--- src/rtl/wb_arbiter_pkg.sv ---
// Shared types and helpers for the write-back arbiter.
package wb_pkg;
  localparam int XLEN   = 32;
  localparam int REG_AW = 5;
  localparam int NREGS  = 1 << REG_AW;

  typedef struct packed {
    logic [REG_AW-1:0] addr;
    logic [XLEN-1:0]   data;
  } wb_req_t;

  // One-hot register mask; x0 is never reported as busy.
  function automatic logic [NREGS-1:0] onehot_reg(input logic [REG_AW-1:0] addr);
    logic [NREGS-1:0] m;
    m       = '0;
    m[addr] = 1'b1;
    m[0]    = 1'b0;
    return m;
  endfunction
endpackage

--- src/rtl/wb_arbiter_if.sv ---
// Bus bundle between the result sources / regfile / hazard unit and the arbiter.
interface wb_arbiter_if #(
  parameter int DEPTH = 4
);
  localparam int CW = $clog2(DEPTH) + 1;

  logic                     a_valid;
  logic                     a_ready;
  logic [wb_pkg::REG_AW-1:0] a_addr;
  logic [wb_pkg::XLEN-1:0]  a_data;
  logic                     b_valid;
  logic                     b_ready;
  logic [wb_pkg::REG_AW-1:0] b_addr;
  logic [wb_pkg::XLEN-1:0]  b_data;
  logic                     we;
  logic [wb_pkg::REG_AW-1:0] wa;
  logic [wb_pkg::XLEN-1:0]  wd;
  logic [wb_pkg::NREGS-1:0] busy_mask;
  logic [CW-1:0]            fifo_count;

  // Pipeline side: produces results, consumes handshakes and regfile write.
  modport master (
    output a_valid, a_addr, a_data, b_valid, b_addr, b_data,
    input  a_ready, b_ready, we, wa, wd, busy_mask, fifo_count
  );

  // Arbiter side.
  modport slave (
    input  a_valid, a_addr, a_data, b_valid, b_addr, b_data,
    output a_ready, b_ready, we, wa, wd, busy_mask, fifo_count
  );
endinterface

--- src/rtl/wb_arbiter_fifo.sv ---
// Source-B result FIFO; exposes every slot plus per-slot valid so the
// arbiter can build the pending-write mask.
module wb_fifo
  import wb_pkg::*;
#(
  parameter  int DEPTH = 4,
  localparam int PW    = $clog2(DEPTH),
  localparam int CW    = PW + 1
) (
  input  logic                    clk,
  input  logic                    rst_n,
  input  logic                    push,
  input  wb_req_t                 push_req,
  input  logic                    pop,
  output wb_req_t                 head,
  output wb_req_t [DEPTH-1:0]     entries,
  output logic    [DEPTH-1:0]     entry_vld,
  output logic    [CW-1:0]        count
);
  wb_req_t [DEPTH-1:0] mem_q, mem_d;
  logic [PW-1:0] wr_q, wr_d, rd_q, rd_d;
  logic [CW-1:0] cnt_q, cnt_d;

  // Next-state for storage, pointers and occupancy.
  always_comb begin
    mem_d = mem_q;
    wr_d  = wr_q;
    rd_d  = rd_q;
    cnt_d = cnt_q;
    if (push) begin
      mem_d[wr_q] = push_req;
      wr_d        = wr_q + 1'b1;
    end
    if (pop) rd_d = rd_q + 1'b1;
    case ({push, pop})
      2'b10:   cnt_d = cnt_q + 1'b1;
      2'b01:   cnt_d = cnt_q - 1'b1;
      default: cnt_d = cnt_q;
    endcase
  end

  // Pointer/count registers with synchronous reset.
  always_ff @(posedge clk) begin
    if (!rst_n) begin
      wr_q  <= '0;
      rd_q  <= '0;
      cnt_q <= '0;
    end else begin
      wr_q  <= wr_d;
      rd_q  <= rd_d;
      cnt_q <= cnt_d;
    end
  end

  // Storage needs no reset; slot validity is derived from the pointers.
  always_ff @(posedge clk) begin
    mem_q <= mem_d;
  end

  // Slot i is live when its distance from the read pointer is below the count.
  always_comb begin : vld_gen
    logic [PW-1:0] off;
    entry_vld = '0;
    for (int i = 0; i < DEPTH; i++) begin
      off          = PW'(i) - rd_q;
      entry_vld[i] = {1'b0, off} < cnt_q;
    end
  end

  assign head    = mem_q[rd_q];
  assign entries = mem_q;
  assign count   = cnt_q;
endmodule

--- src/rtl/wb_arbiter.sv ---
// Write-back arbiter: sole driver of the regfile write port. Source A (ALU)
// has priority; source B (LSU/muldiv) is buffered and forced through after
// STARVE_LIMIT consecutive A grants. Optional perf counters: WB_PERF_EN.
module wb_arbiter
  import wb_pkg::*;
#(
  parameter int DEPTH        = 4,
  parameter int STARVE_LIMIT = 8
) (
  input  logic        clk,
  input  logic        rst_n,
  wb_arbiter_if.slave bus
`ifdef WB_PERF_EN
  ,
  output logic [31:0] perf_a_stall,
  output logic [31:0] perf_b_force
`endif
);
  localparam int CW = $clog2(DEPTH) + 1;
  localparam int SW = $clog2(STARVE_LIMIT + 1);

  wb_req_t              head;
  wb_req_t [DEPTH-1:0]  entries;
  logic    [DEPTH-1:0]  entry_vld;
  logic    [CW-1:0]     count;
  logic                 empty, push, pop, force_b, grant_a, grant_b;
  wb_req_t              sel;

  logic [SW-1:0]     starve_q, starve_d;
  logic              we_q, we_d;
  logic [REG_AW-1:0] wa_q, wa_d;
  logic [XLEN-1:0]   wd_q, wd_d;

  wb_fifo #(.DEPTH(DEPTH)) u_fifo (
    .clk       (clk),
    .rst_n     (rst_n),
    .push      (push),
    .push_req  ('{addr: bus.b_addr, data: bus.b_data}),
    .pop       (pop),
    .head      (head),
    .entries   (entries),
    .entry_vld (entry_vld),
    .count     (count)
  );

  // Accept and grant decision; b_ready uses the pre-pop count on purpose.
  always_comb begin
    empty       = (count == '0);
    bus.b_ready = (count < CW'(DEPTH));
    push        = bus.b_valid & bus.b_ready & (bus.b_addr != '0);
    force_b     = (starve_q == SW'(STARVE_LIMIT)) & ~empty;
    bus.a_ready = ~force_b;
    grant_a     = ~force_b & bus.a_valid;
    grant_b     = ~empty & (force_b | ~bus.a_valid);
    pop         = grant_b;
    sel         = grant_a ? '{addr: bus.a_addr, data: bus.a_data} : head;
  end

  // Starvation counter: counts A wins over a waiting B, saturating.
  always_comb begin
    starve_d = starve_q;
    if (grant_b || empty)
      starve_d = '0;
    else if (grant_a && starve_q != SW'(STARVE_LIMIT))
      starve_d = starve_q + 1'b1;
  end

  // Output stage next-state; x0 writes retire silently.
  always_comb begin
    we_d = 1'b0;
    wa_d = wa_q;
    wd_d = wd_q;
    if (grant_a || grant_b) begin
      we_d = (sel.addr != '0);
      wa_d = sel.addr;
      wd_d = sel.data;
    end
  end

  // Arbiter state registers.
  always_ff @(posedge clk) begin
    if (!rst_n) begin
      starve_q <= '0;
      we_q     <= 1'b0;
      wa_q     <= '0;
      wd_q     <= '0;
    end else begin
      starve_q <= starve_d;
      we_q     <= we_d;
      wa_q     <= wa_d;
      wd_q     <= wd_d;
    end
  end

  // Pending-write mask from registered state only.
  always_comb begin
    bus.busy_mask = we_q ? onehot_reg(wa_q) : '0;
    for (int i = 0; i < DEPTH; i++)
      if (entry_vld[i]) bus.busy_mask = bus.busy_mask | onehot_reg(entries[i].addr);
  end

  assign bus.we         = we_q;
  assign bus.wa         = wa_q;
  assign bus.wd         = wd_q;
  assign bus.fifo_count = count;

`ifdef WB_PERF_EN
  logic [31:0] stall_q, stall_d, forced_q, forced_d;

  // Free-running wrapping event counters.
  always_comb begin
    stall_d  = stall_q + {31'd0, bus.a_valid & ~bus.a_ready};
    forced_d = forced_q + {31'd0, force_b};
  end

  // Perf counter registers.
  always_ff @(posedge clk) begin
    if (!rst_n) begin
      stall_q  <= '0;
      forced_q <= '0;
    end else begin
      stall_q  <= stall_d;
      forced_q <= forced_d;
    end
  end

  assign perf_a_stall = stall_q;
  assign perf_b_force = forced_q;
`endif
endmodule
--- src/flat_wrapper.sv ---
// flat-port wrapper written by rule: the top's interface ports become plain ports
module wb_arbiter_flat import wb_pkg::*;
#(
  parameter int DEPTH        = 4,
  parameter int STARVE_LIMIT = 8
)
  (clk, rst_n, bus_a_valid, bus_a_addr, bus_a_data, bus_b_valid, bus_b_addr, bus_b_data, bus_a_ready, bus_b_ready, bus_we, bus_wa, bus_wd, bus_busy_mask, bus_fifo_count);
  wb_arbiter_if #(.DEPTH(DEPTH)) bus_i ();
  input  logic clk;
  input  logic rst_n;
  input wire logic [$bits(bus_i.a_valid)-1:0] bus_a_valid;
  input wire logic [$bits(bus_i.a_addr)-1:0] bus_a_addr;
  input wire logic [$bits(bus_i.a_data)-1:0] bus_a_data;
  input wire logic [$bits(bus_i.b_valid)-1:0] bus_b_valid;
  input wire logic [$bits(bus_i.b_addr)-1:0] bus_b_addr;
  input wire logic [$bits(bus_i.b_data)-1:0] bus_b_data;
  output wire logic [$bits(bus_i.a_ready)-1:0] bus_a_ready;
  output wire logic [$bits(bus_i.b_ready)-1:0] bus_b_ready;
  output wire logic [$bits(bus_i.we)-1:0] bus_we;
  output wire logic [$bits(bus_i.wa)-1:0] bus_wa;
  output wire logic [$bits(bus_i.wd)-1:0] bus_wd;
  output wire logic [$bits(bus_i.busy_mask)-1:0] bus_busy_mask;
  output wire logic [$bits(bus_i.fifo_count)-1:0] bus_fifo_count;
  assign bus_i.a_valid = bus_a_valid;
  assign bus_i.a_addr = bus_a_addr;
  assign bus_i.a_data = bus_a_data;
  assign bus_i.b_valid = bus_b_valid;
  assign bus_i.b_addr = bus_b_addr;
  assign bus_i.b_data = bus_b_data;
  assign bus_a_ready = bus_i.a_ready;
  assign bus_b_ready = bus_i.b_ready;
  assign bus_we = bus_i.we;
  assign bus_wa = bus_i.wa;
  assign bus_wd = bus_i.wd;
  assign bus_busy_mask = bus_i.busy_mask;
  assign bus_fifo_count = bus_i.fifo_count;
  wb_arbiter #(.DEPTH(DEPTH), .STARVE_LIMIT(STARVE_LIMIT)) u_core (.clk(clk), .rst_n(rst_n), .bus(bus_i));
endmodule
--- config.mk ---
export PLATFORM = sky130hd
export DESIGN_NAME = wb_arbiter_flat
export DESIGN_NICKNAME = d
export VERILOG_FILES = /design/src/rtl/wb_arbiter_pkg.sv /design/src/rtl/wb_arbiter_if.sv /design/src/rtl/wb_arbiter_fifo.sv /design/src/rtl/wb_arbiter.sv /design/src/flat_wrapper.sv
export SDC_FILE = /design/constraint.sdc
export NUM_CORES = 1
export LEC_CHECK = 0
export ABC_AREA = 1
export BUFFER_PORTS_ARGS = -buffer_cell sky130_fd_sc_hd__buf_2
export CELL_PAD_IN_SITES_DETAIL_PLACEMENT = 0
export CELL_PAD_IN_SITES_GLOBAL_PLACEMENT = 2
export CORE_UTILIZATION = 32
export DETAILED_ROUTE_END_ITERATION = 16
export GPL_ROUTABILITY_DRIVEN = 1
export PLACE_DENSITY = 0.82
export RECOVER_POWER = 25
export REMOVE_ABC_BUFFERS = 1
export SETUP_SLACK_MARGIN = 0.5
export SYNTH_ARGS = -nofsm -noshare
export SYNTH_HDL_FRONTEND = slang
export SYNTH_HIERARCHICAL = 1
export SYNTH_SLANG_ARGS = --single-unit
--- constraint.sdc ---
create_clock -name clk -period 2.4 [get_ports clk]
set_clock_uncertainty 0.15 [all_clocks]
set_input_delay 0.24 -clock clk [delete_from_list [all_inputs] [get_ports clk]]
set_output_delay 0.24 -clock clk [all_outputs]
set_load 0.005 [all_outputs]
==> metrics <==
Initial DRC Count 701; Min-Delay Path Class primary input to register; starting density of the core 32.9%; Total GRT Usage 18.6%; CTS Buffer Depth 2; PortBufs 151; Slowest cell on crit path dfxtp_4; Synth cell types 36; global-route wire length before repair 40,400 µm; Final ANT Viol Nets 0; Worst Path Max Fanout 4; GPL Wtd Cong 0.957; Compound-Gate Fraction of Synth Area 15.4%; Clock transition at path regs 0.07 ns; Period minus WS final 2.85 ns; post-detail-place hpwl 17,600 µm; std cell rows 60; max_cap viols 0; CTS tree yes; worst reg-to-reg setup slack 0.39 ns; max_slew headroom 40.9%; Overflow after GRT 0; Worst EP arrival 2.46 ns; Yosys reg bits 197; DP Cell Count 1,407; NetSw 3.98 mW; sw frac 34.2%; Primary FF master, synth edfxtp_1; synthesized-area fraction occupied by adder cells 1.76%; clk root buf clkbuf_16; Core ar. 27,200 µm²; Area Growth Syn to Fin 45.2%; failing checks hold timing, setup timing; IO Count 153; RR Startpoint u_core/starve_q[0]; final setup margin -0.446 ns; clock share of power 22.9%; CP required 2.01 ns; number of synthesized flops with an enable pin 148; total CTS buffers 17; DR pass1 iterations 5; DP Area 10,400 µm²; Synth area leader edfxtp_1; list of most frequent post-synthesis cells nand2_1 (160), edfxtp_1 (148), inv_1 (103), a22oi_1 (55), o22ai_1 (51); WL final 28,000 µm; synth top area cells edfxtp_1 (50%), dfxtp_1 (11%), nand2_1 (6.7%); final core utilization 47.8%; XOR/XNOR share of the synthesized area 0.196%; antenna violations before repair 1; Slew Limit Fails 0; DIE AREA 28,600 µm²; largest family of logic cells by synthesized area compound AO/OA/AOI/OAI gates; Internal 7.67 mW; Crit. End Element output port; outcome finished, violations left; Worst Path Class, Setup register to output port; Power Density 898 nW/µm²; hold path depth 3; leakage 5.14 nW; worst r2r dst u_core/u_fifo/count[2]; final net count 1,261; Total Power 11.7 mW; top cell type's share of synthesized area 49.7%; final hold violation count 1; Routed WL per cell 18.0 µm; Combinational Power Share 38.9%; share of cells above drive strength 1 34.0%; Clock Latency Late Sink 0.42 ns; async set or reset register ratio after synthesis 0%; Critical Path Max Stage Delay 0.36 ns; # DRC 0; worst path cell trace nand2_2 -> inv_2 -> nor2_4 -> inv_1 -> ha_1 -> a21oi_2 -> or2_4 -> inv_4 -> buf_6 -> nor3_4 -> buf_6 -> nand2_2 -> o2111ai_2 -> buf_2; fill cell count 2,527; final setup violation count 31; worst vdd ir 0.000580 V; Synth warnings 6; H-tree levels 4; via count 7,813; hold worst-path end u_core/bus.wd[4]; Die X-Extent 169 µm; worst-margin pin slew 0.880 ns; largest net degree at the start of global routing 38; Post-Layout Inst Area 13,000 µm²; CP startpoint kind register; mapped cell area 8940 µm²; number of global-route vias before repair 7,287; Via density 5.02; clk sinks 197; Mapped Cells 865; Post-Layout Cell Count 1,557; final hold slack -0.0209 ns; chip height 169 µm; sequential share of power 38.2%; period utilisation layout 119%; HP Start bus_a_data[4]; Post-Syn Area per Cell 10.3 µm²; mux contribution to synthesized area 0%; count leader, synth nand2_1; fmax 351 MHz; RSZ-0062 raised after global routing yes; Synth Area in Simple Gates 15.3%; R2R depth 17; sequential cell area fraction in the yosys report 60.7%
## stage by stage
step | worst slack [ns] | TNS, ns
final | -0.446 | -10.49
after floorplan | -1.05 | -32.12
after global placement | -0.444 | -10.21
after detailed placement | -0.466 | -10.56
after CTS | -0.451 | -11.77
after global routing | -0.596 | -15.18
## cell families (layout without fill, tap and decap cells)
logic type | count (synthesis) | after routing
compound gates | 214 | 214
xor+xnor | 2 | 2
fa+ha+maj | 12 | 12
buf+inv | 138 | 457
other cells | 1 | 2
flops | 197 | 197
simple gates | 301 | 301
## layout make-up
cell class / instances / area (µm²) / area share [%]
Clock buffer: 20 / 468 / 3.60
Timing Repair Buffer: 315 / 2620 / 20.2
Multi-Input combinational cell: 530 / 3470 / 26.7
Inverter: 110 / 430 / 3.31
Clock inverter: 12 / 95.1 / 0.732
Sequential cell: 197 / 5440 / 41.9
Tap cell: 372 / 465 / 3.58
Antenna cell: 1 / 2.50 / 0.0193
## registers in the layout (all words and copies together), names as in the netlist
name / flops
u_core/u_fifo/rd_q: 2
u_core/u_fifo/count: 3
u_core/u_fifo/wr_q: 2
u_core/bus.we: 1
u_core/u_fifo/entries: 148
u_core/bus.wd: 32
u_core/starve_q: 4
u_core/bus.wa: 5
## layout by cell type (no fill, tap or decap), drive strengths merged, types with 29 or more instances in the layout
cell type and instances:
o22ai 51, a21oi 37, dfxtp 49, nand3 42, inv 114, o21ai 44, nor3 29, a22oi 55
nor2 47, clkbuf 52, nand2 164, dlygate4sd3 70, buf 212, edfxtp 148
## routing by layer
layer	wire (µm)	global-route usage [%]
met5	0	0
met4	387	4.74
met3	1600	3.57
met2	13600	32.4
met1	12400	23.7
## worst max-delay path by stage
stage,depth (start not counted),from,slack [ns],endpoint
final,14,u_core/u_fifo/rd_q[0],-0.45,bus_busy_mask[8]
after global routing,14,u_core/u_fifo/rd_q[0],-0.60,bus_busy_mask[24]
after CTS,14,u_core/u_fifo/rd_q[0],-0.45,bus_busy_mask[8]
after detailed placement,13,u_core/u_fifo/rd_q[0],-0.47,bus_busy_mask[30]
after global placement,13,u_core/u_fifo/rd_q[0],-0.44,bus_busy_mask[30]
after floorplan,11,u_core/u_fifo/rd_q[0],-1.05,bus_busy_mask[20]
## critical path, delay by kind of cell (launching register included)
family | cells | cell delay (ns)
AO/OA/AOI/OAI | 2 | 0.21
adder cells (fa/ha/maj) | 1 | 0.27
buffers and inverters | 6 | 0.56
flip-flops | 1 | 0.36
AND/OR/NAND/NOR | 5 | 0.62
## power groups by stage
stage	registers (mW)	logic (mW)	clock network, mW
6_report	4.45	4.54	2.67
2_1_floorplan	4.51	1.75	0
3_5_place_dp	4.50	3.23	0
5_1_grt	4.50	4.92	2.84
3_3_place_gp	4.49	3.23	0
4_1_cts	4.44	4.02	2.72
## timing repair
item                                    in CTS  in global routing
gates resized for setup                    106                107
endpoints found under the hold margin      186                  0
pin swaps                                   42                 47
cloned                                       3                  7
hold buffers                                70                  0
endpoints found under the setup margin      69                132
buffers inserted                            24                 13
No activity file was read; power rests on OpenSTA's default activity.
